[src/rtl/adc_fifo_readout_pkg.sv]
// Shared definitions for the ADC FIFO readout framer: state encoding and frame constants.
package adc_fifo_readout_pkg;

   typedef enum logic [2:0] {
      IDLE,
      HDR,
      LEN_HI,
      LEN_LO,
      FETCH,
      WAIT,
      SEND,
      CKSUM
   } state_t;

   localparam logic [7:0] SYNC_BYTE_DEF  = 8'hAC;
   localparam int         LEN_W_DEF      = 16;
   // Sync, length high, length low and checksum surround the payload.
   localparam int         FRAME_OVERHEAD = 4;

endpackage

[src/rtl/adc_fifo_readout.sv]
// Frames FIFO samples as sync/len_hi/len_lo/payload/checksum bytes; pads with zeros on FIFO underrun.
// First read 1 cycle after the length-low transfer, byte presented 2 cycles after each read; holds on tx_ready_i low.
module adc_fifo_readout
   import adc_fifo_readout_pkg::*;
#(
   parameter logic [7:0] SYNC_BYTE     = SYNC_BYTE_DEF,
   parameter int         LEN_W         = LEN_W_DEF,
   parameter int         EMPTY_TIMEOUT = 1023
) (
   input  logic             clk,
   input  logic             reset_n,
   input  logic             start_i,
   input  logic [LEN_W-1:0] len_i,
   input  logic             abort_i,
   input  logic             fifo_empty_i,
   input  logic [7:0]       fifo_data_i,
   output logic             fifo_rd_en_o,
   output logic [7:0]       tx_data_o,
   output logic             tx_valid_o,
   input  logic             tx_ready_i,
   output logic             busy_o,
   output logic             done_o,
   output logic             underrun_o,
   output logic [LEN_W-1:0] bytes_sent_o
);

   localparam int            TO_W    = $clog2(EMPTY_TIMEOUT + 1);
   localparam logic [TO_W-1:0] TO_LAST = TO_W'(EMPTY_TIMEOUT - 1);

   state_t           state, state_nxt;
   logic [LEN_W-1:0] len_q;
   logic [LEN_W-1:0] remaining;
   logic [LEN_W-1:0] bytes_sent;
   logic [7:0]       cksum;
   logic [7:0]       hold;
   logic [TO_W-1:0]  to_cnt;
   logic             pad_mode;
   logic             underrun;
   logic             done_q;
   logic             xfer;

   assign xfer = tx_valid_o & tx_ready_i;

   always_ff @(posedge clk or negedge reset_n) begin
      if (!reset_n) begin
         state <= IDLE;
      end else begin
         state <= state_nxt;
      end
   end

   always_comb begin
      state_nxt    = state;
      tx_valid_o   = 1'b0;
      tx_data_o    = 8'h00;
      fifo_rd_en_o = 1'b0;
      case (state)
         IDLE: begin
            if (start_i) state_nxt = HDR;
         end
         HDR: begin
            tx_valid_o = 1'b1;
            tx_data_o  = SYNC_BYTE;
            if (tx_ready_i) state_nxt = LEN_HI;
         end
         LEN_HI: begin
            tx_valid_o = 1'b1;
            tx_data_o  = len_q[15:8];
            if (tx_ready_i) state_nxt = LEN_LO;
         end
         LEN_LO: begin
            tx_valid_o = 1'b1;
            tx_data_o  = len_q[7:0];
            if (tx_ready_i) state_nxt = (len_q == '0) ? CKSUM : FETCH;
         end
         FETCH: begin
            if (!fifo_empty_i) begin
               fifo_rd_en_o = 1'b1;
               state_nxt    = WAIT;
            end else if (to_cnt == TO_LAST) begin
               state_nxt = SEND;
            end
         end
         WAIT: begin
            state_nxt = SEND;
         end
         SEND: begin
            tx_valid_o = 1'b1;
            tx_data_o  = hold;
            if (tx_ready_i) begin
               if (remaining == LEN_W'(1)) state_nxt = CKSUM;
               else if (pad_mode)         state_nxt = SEND;
               else                        state_nxt = FETCH;
            end
         end
         CKSUM: begin
            tx_valid_o = 1'b1;
            tx_data_o  = cksum;
            if (tx_ready_i) state_nxt = IDLE;
         end
         default: state_nxt = IDLE;
      endcase
      // Abort wins over everything, including a byte that would otherwise transfer this cycle.
      if (abort_i) begin
         state_nxt    = IDLE;
         tx_valid_o   = 1'b0;
         fifo_rd_en_o = 1'b0;
      end
   end

   always_ff @(posedge clk or negedge reset_n) begin
      if (!reset_n) begin
         len_q      <= '0;
         remaining  <= '0;
         bytes_sent <= '0;
         cksum      <= 8'h00;
         hold       <= 8'h00;
         to_cnt     <= '0;
         pad_mode   <= 1'b0;
         underrun   <= 1'b0;
         done_q     <= 1'b0;
      end else begin
         done_q <= 1'b0;
         if (!abort_i) begin
            case (state)
               IDLE: begin
                  if (start_i) begin
                     len_q      <= len_i;
                     remaining  <= len_i;
                     bytes_sent <= '0;
                     cksum      <= 8'h00;
                     hold       <= 8'h00;
                     to_cnt     <= '0;
                     pad_mode   <= 1'b0;
                     underrun   <= 1'b0;
                  end
               end
               FETCH: begin
                  if (!fifo_empty_i) begin
                     to_cnt <= '0;
                  end else if (to_cnt == TO_LAST) begin
                     to_cnt   <= '0;
                     underrun <= 1'b1;
                     pad_mode <= 1'b1;
                     hold     <= 8'h00;
                  end else begin
                     to_cnt <= to_cnt + TO_W'(1);
                  end
               end
               WAIT: begin
                  hold <= fifo_data_i;
               end
               SEND: begin
                  if (xfer) begin
                     cksum      <= cksum + hold;
                     remaining  <= remaining - LEN_W'(1);
                     bytes_sent <= bytes_sent + LEN_W'(1);
                  end
               end
               CKSUM: begin
                  if (xfer) done_q <= 1'b1;
               end
               default: ;
            endcase
         end
      end
   end

   assign busy_o       = (state != IDLE);
   assign done_o       = done_q;
   assign underrun_o   = underrun;
   assign bytes_sent_o = bytes_sent;

endmodule

[config.mk]
export PLATFORM = sky130hd
export DESIGN_NAME = adc_fifo_readout
export DESIGN_NICKNAME = d
export VERILOG_FILES = /design/src/rtl/adc_fifo_readout_pkg.sv /design/src/rtl/adc_fifo_readout.sv
export SDC_FILE = /design/constraint.sdc
export NUM_CORES = 1
export LEC_CHECK = 0
export CORE_ASPECT_RATIO = 0.5
export CORE_MARGIN = 5
export CORE_UTILIZATION = 45
export DETAILED_ROUTE_END_ITERATION = 16
export MAX_ROUTING_LAYER = met4
export PLACE_DENSITY = 0.67
export SETUP_SLACK_MARGIN = 0.1
export SLEW_MARGIN = 20
export SYNTH_ARGS = -nofsm -noshare
export SYNTH_HDL_FRONTEND = slang
export SYNTH_SLANG_ARGS = --single-unit
[constraint.sdc]
create_clock -name clk -period 4.55 [get_ports clk]
set_clock_uncertainty 0.15 [all_clocks]
set_input_delay 0.455 -clock clk [delete_from_list [all_inputs] [get_ports clk]]
set_output_delay 0.455 -clock clk [all_outputs]
set_load 0.01 [all_outputs]
; Yosys cells after proc, flatten, opt, wreduce, memory -nomap -nowiden
; Index checks and enable logic that the tools add are counted.
[word_totals]
reg_bits = 79
inputBits = 30
out_inout_bits = 29
[classes]
reduce_logical = 13
bitwise = 2
n_mux = 42
n_eq_ne = 20
n_addsub = 4
[op_table]
columns = op, n
row1 = $mux W16, 4
row2 = $pmux W16 S2, 2
row3 = $pmux W8 S5, 1
row4 = $mux W8, 4
row5 = $mux W10, 3
row6 = $mux W3, 9
row7 = $pmux W3 S8, 1
row8 = $pmux W8 S3, 1
row9 = $pmux W10 S2, 1
row10 = $ne A3 B3 Y1 const B, 6
row11 = $add A16 B1 Y16 const B, 1
row12 = $eq A16 B1 Y1 const B, 1
row13 = $logic_not A16 Y1, 1
row14 = $pmux W8 S2, 1
row15 = $sub A16 B1 Y16 const B, 1
row16 = $eq A3 B3 Y1 const B, 4
row17 = $mux W1, 11
row18 = $add A10 B1 Y10 const B, 1
row19 = $eq A10 B10 Y1 const B, 1
row20 = $reduce_and A5 Y1, 2
row21 = $add A8 B8 Y8, 1
row22 = $ne A2 B2 Y1 const B, 4
row23 = $reduce_and A7 Y1, 1
row24 = $eq A3 B2 Y1 const B, 2
row25 = other kinds (12), 17

; Depth between registers and ports, before layout
[logic_depth]
ltp_word = 8
mapped_depth = 8
ltp_nobuf = 7

; Worst setup path before layout
; Ideal clock, no wire load.
[synth_timing]
kind = register -> output
startpoint = reg state[0]
endpoint = out tx_data_o[3]
required_time_ns = 3.945
stages_incl_launch_ff = 8
path_buffers = 3
slack_ns = 2.288
arrival_ns = 1.657
cell_sequence = dfrtp_1 > clkbuf_1 > buf_1 > clkbuf_1 > nand2_1 > o21ai_0 > a22oi_1 > o22ai_1
[synth_via]
elab_chain_cells = 2
word_cells_on_any_way = 6
[synth_rtl]
columns = element, line_no
row1 = from (decl), adc_fifo_readout.sv:30  ; state_t state, state_nxt;
row2 = from (signal assigned), adc_fifo_readout.sv:48  ; state <= state_nxt;
row3 = $eq A3 B3 Y1 (tied with other cells), adc_fifo_readout.sv:57  ; case (state)
row4 = $pmux W8 S5 *, adc_fifo_readout.sv:57
row5 = to (decl), adc_fifo_readout.sv:18  ; output logic [7:0] tx_data_o,
; Mark *: on every way between the ends. The rest lies on a longest branch, timed or not.

; Worst setup path in the final report
[layout_timing]
startpoint = reg state[2]
endpoint = out tx_data_o[2]
; Same word-level chain as after synthesis.

==> run summary <==
VDD sags by at most 0.262 mV. The worst path required time is 3940 ps, and the proportion of netlist area held by the largest area contributor is 43.7%. In this run the tightest slew margin relative to its limit is 32.3%.

The I/O pin count is 59. Cells fill 56.9% of the core in the end. The run gives 3590 as the number of global-route vias before repair. The quantity of gates resized following cts came out at 0. The tools report the clock root buffer as sky130_fd_sc_hd__clkbuf_16. The synthesized netlist occupies a cell area of 4530 um^2. The stage delay of the slowest cell on the critical path was 810 ps; the depth of the critical timing path with buffers and inverters included was 4.

The critical path starts at state[2]. Setup repair after global routing left no endpoint under its margin. The tools report the count of endpoints failing hold in the final timing report as 4. In the synthesized netlist the async set-or-reset flop fraction comes to 100%. The logs give 0.000870 W for the net load switching power and 2 for the maximum number of buffers from clock root to sink.

For the sequential fraction of design power, the log shows 43.8%. The slowest stage of the critical path is the sky130_fd_sc_hd__dfrtp_1 cell. Summed over all failing endpoints, the final setup total negative slack is 0 ps. Area growth from synthesis to layout: 21.1%.

In the global route stage, overall resource usage came out at 19.5%. Counting every sink on the clock net gives 79. The tools report the wire length after detailed routing as 11400 um.

The vertical extent of the die was 80.9 um. The post-route non-filler standard cell count is 706. The synthesized netlist contains 58 unique library cells. The worst setup path is captured at a primary output. The timing-limited maximum frequency came out at 0.318 GHz. The max-slew violation total from the final report was 0.

The launching point of the worst reg2reg path is state[0]. For this block, the via count after detailed routing is 3929. The logs give 2540 ps for the arrival time of data at the critical path endpoint and 5480 um^2 for the area of all placed cells without fillers. The run finished, with violations left. The clock network accounts for 28.8% of the total power. The critical path is of the flop to primary output type. The total of max-cap violations was 0. After layout, the minimum clock period comes to 3140 ps. The worst path uses 69.0% of the clock period.

The die width is 152 um. For the pin with the worst max-slew slack, the measured transition is 1010 ps. Clock-pin slew was measured on the worst setup and hold paths at 60 ps. The pin count of the biggest net entering global routing is 80. The worst register-to-register path ends at remaining[12].

The final reports fail on hold timing. The sequential fraction of the synthesis area is 43.7%, and the row count is 25. The logs give 0 for the count of antenna-violating nets left after detailed routing and 5190 um^2 for the standard cell area after detailed placement.

The design draws 0.00247 W. During synthesis, Yosys emitted a total of 0 warnings. Once placement completed, the tool counted placed cells totaling 690. The initial utilization of the core area, before any placement, comes to 47.0%. Ranked by total cell area, the synthesized netlist is headed by sky130_fd_sc_hd__dfrtp_1, sky130_fd_sc_hd__nand2_1, sky130_fd_sc_hd__o21ai_0.

The count of unresolved DRC violations after routing came out at 0. Kind of launch point of the worst setup path: a flop. Walking the worst path, the cells encountered are clkinv_1 > nand2_1 > o22ai_1 > clkdlybuf4s50_1. The count of inserted antenna diode cells was 0; the number of antenna violations at the first check in global routing was 0. In this run the worst hold path is classified as primary input to asynchronous set/reset pin.

The final weighted congestion of routability-driven global placement was 0.838. The leading cell type by number of instances after synthesis was sky130_fd_sc_hd__nand2_1. After clock tree synthesis, the flow added hold-fix buffers numbering 0. The post-route netlist has 5.60% of its cells at a drive strength greater than 1.

The run gives 5 as the number of detailed-route iterations in the first pass. In this run the worst path has a maximum fanout of 22. Detailed placer's ending HPWL: 7820 um. For this design the static power due to leakage is 2.27 nW. Post-CTS timing repair inserted 0 buffers for setup. Counting the buffers created by CTS gives 9. The run gives 340 ps as the latest clock arrival within the worst-skew pair.

The worst register-to-register path has a setup slack of 1740 ps. Averaged over all synthesized cells, the footprint is 8.72 um^2. After floorplanning, the core was sized to cover 9630 um^2. The number of buffers and inverters on the critical path is 2. The synthesized design contains 0 enable-type register cells. The routed length per placed instance works out to 16.1 um.

For the combinational cell fraction of total power, the log shows 27.5%. The level count of the clock H-tree was 3; the total nets after synthesis was 562. For the number of nets in the layout, the log shows 609. The largest area contributor in the netlist is sky130_fd_sc_hd__dfrtp_1.

During placement, the flow inserted port buffers numbering 58. Minimum hold slack: -19.3 ps. The internal cell power came out at 0.00160 W.

The number of cells on the worst reg-to-reg path is 5. After global routing the overflow that remains totals 0. Setup violations remaining at the end of the flow were counted as 0. TritonCTS built the clock tree. For this run, the leading register cell type out of synthesis is sky130_fd_sc_hd__dfrtp_1.

The end point of the critical path is tx_data_o[2]. Counting every instance in the synthesized netlist gives 519. The DRC violation total after the first TritonRoute iteration is 390.

The fraction of power spent switching nets was 35.2%; the power density of the placed cells was 451 nW/um^2. The kind of cell with the highest combined delay on the critical path was buffers and inverters. The wire length of the first global-routing pass is 18600 um, and the average vias per placed instance is 5.57. By count the netlist is led by sky130_fd_sc_hd__nand2_1, sky130_fd_sc_hd__dfrtp_1, sky130_fd_sc_hd__o21ai_0. The floorplan step defined a die boundary enclosing 12300 um^2. After synthesis the netlist holds a flip-flop and latch count of 79.
## metal layers
| layer | GRT usage [%] | vias to the layer above | part of all wire (%) |
|---|---|---|---|
| met1 | 27.2 | 1882 | 49 |
| li1 | - | 1948 | - |
| met4 | 5.47 | 0 | 1.1 |
| met5 | - | - | 0 |
| met3 | 3.99 | 11 | 5.1 |
| met2 | 29.2 | 88 | 45 |
## power by group through the flow
stage                     sequential, W  clock (W)  combinational (W)
after CTS                       0.00107   0.000729           0.000684
after global routing            0.00111   0.000764           0.000760
after detailed placement        0.00108          0           0.000684
final                           0.00108   0.000712           0.000678
after floorplan                0.000976          0           0.000516
after global placement          0.00108          0           0.000666
## cell type report
class	count	area, um^2
multi-input cells	395	2370
flip-flops and latches	79	1980
clock inverters	5	58.8
fillers	887	4150
clock buffers	11	233
inverters	20	75.1
well taps	135	169
repair buffers	61	604
## through the flow
stage	hold slack [ps]	setup WS, ps
after floorplan	9.41	2290
after global placement	325	1580
after detailed placement	337	1490
after CTS	173	1420
after global routing	40.5	1230
final	-19.3	1410
## registers in the layout, indices dropped and copies added (netlist names)
name,flops
underrun_o,1
bytes_sent_o,16
done_o,1
cksum,8
len_q,16
to_cnt,10
state,3
hold,8
remaining,16
## layout by cell type (no fill, tap or decap), types with 4 or more instances in the layout
cell type and instances:
sky130_fd_sc_hd__a211oi_1 5, sky130_fd_sc_hd__a21oi_1 26, sky130_fd_sc_hd__a22oi_1 10, sky130_fd_sc_hd__and2_1 5, sky130_fd_sc_hd__and3_1 5, sky130_fd_sc_hd__clkbuf_16 9
sky130_fd_sc_hd__clkdlybuf4s50_1 57, sky130_fd_sc_hd__dfrtp_1 79, sky130_fd_sc_hd__ha_1 12, sky130_fd_sc_hd__inv_1 19, sky130_fd_sc_hd__mux2i_1 8, sky130_fd_sc_hd__mux4_2 4
sky130_fd_sc_hd__nand2_1 105, sky130_fd_sc_hd__nand3_1 17, sky130_fd_sc_hd__nand4_1 5, sky130_fd_sc_hd__nor2_1 38, sky130_fd_sc_hd__nor3_1 11, sky130_fd_sc_hd__nor3b_1 4
sky130_fd_sc_hd__nor4_1 12, sky130_fd_sc_hd__o21ai_0 42, sky130_fd_sc_hd__o22ai_1 5, sky130_fd_sc_hd__o2bb2ai_1 4, sky130_fd_sc_hd__o31ai_1 6, sky130_fd_sc_hd__or3_1 7
sky130_fd_sc_hd__xnor2_1 13, sky130_fd_sc_hd__xor2_1 4
## cell families (layout without fill, tap and decap cells)
group	Yosys count	count (layout)	share of synthesized area (%)
adders and majority gates	13	13	3.76
DFF	79	79	43.7
xor gates and xnor gates	17	17	3.29
buffers and inverters	45	97	4.34
AOI/OAI and AO/OA	125	125	17.2
muxes	12	12	3.76
and+or+nand+nor	228	228	24.0
## how the worst min path moves through the flow
stage	from	end	slack [ps]	cells after the start
after floorplan	reset_n	bytes_sent_o[0]	9	0
after global placement	cksum[0]	cksum[0]	330	2
after detailed placement	remaining[14]	remaining[14]	340	1
after CTS	reset_n	remaining[4]	170	1
after global routing	reset_n	remaining[3]	40	1
final	reset_n	remaining[5]	-20	1
No activity file was read; power rests on OpenSTA's default activity.
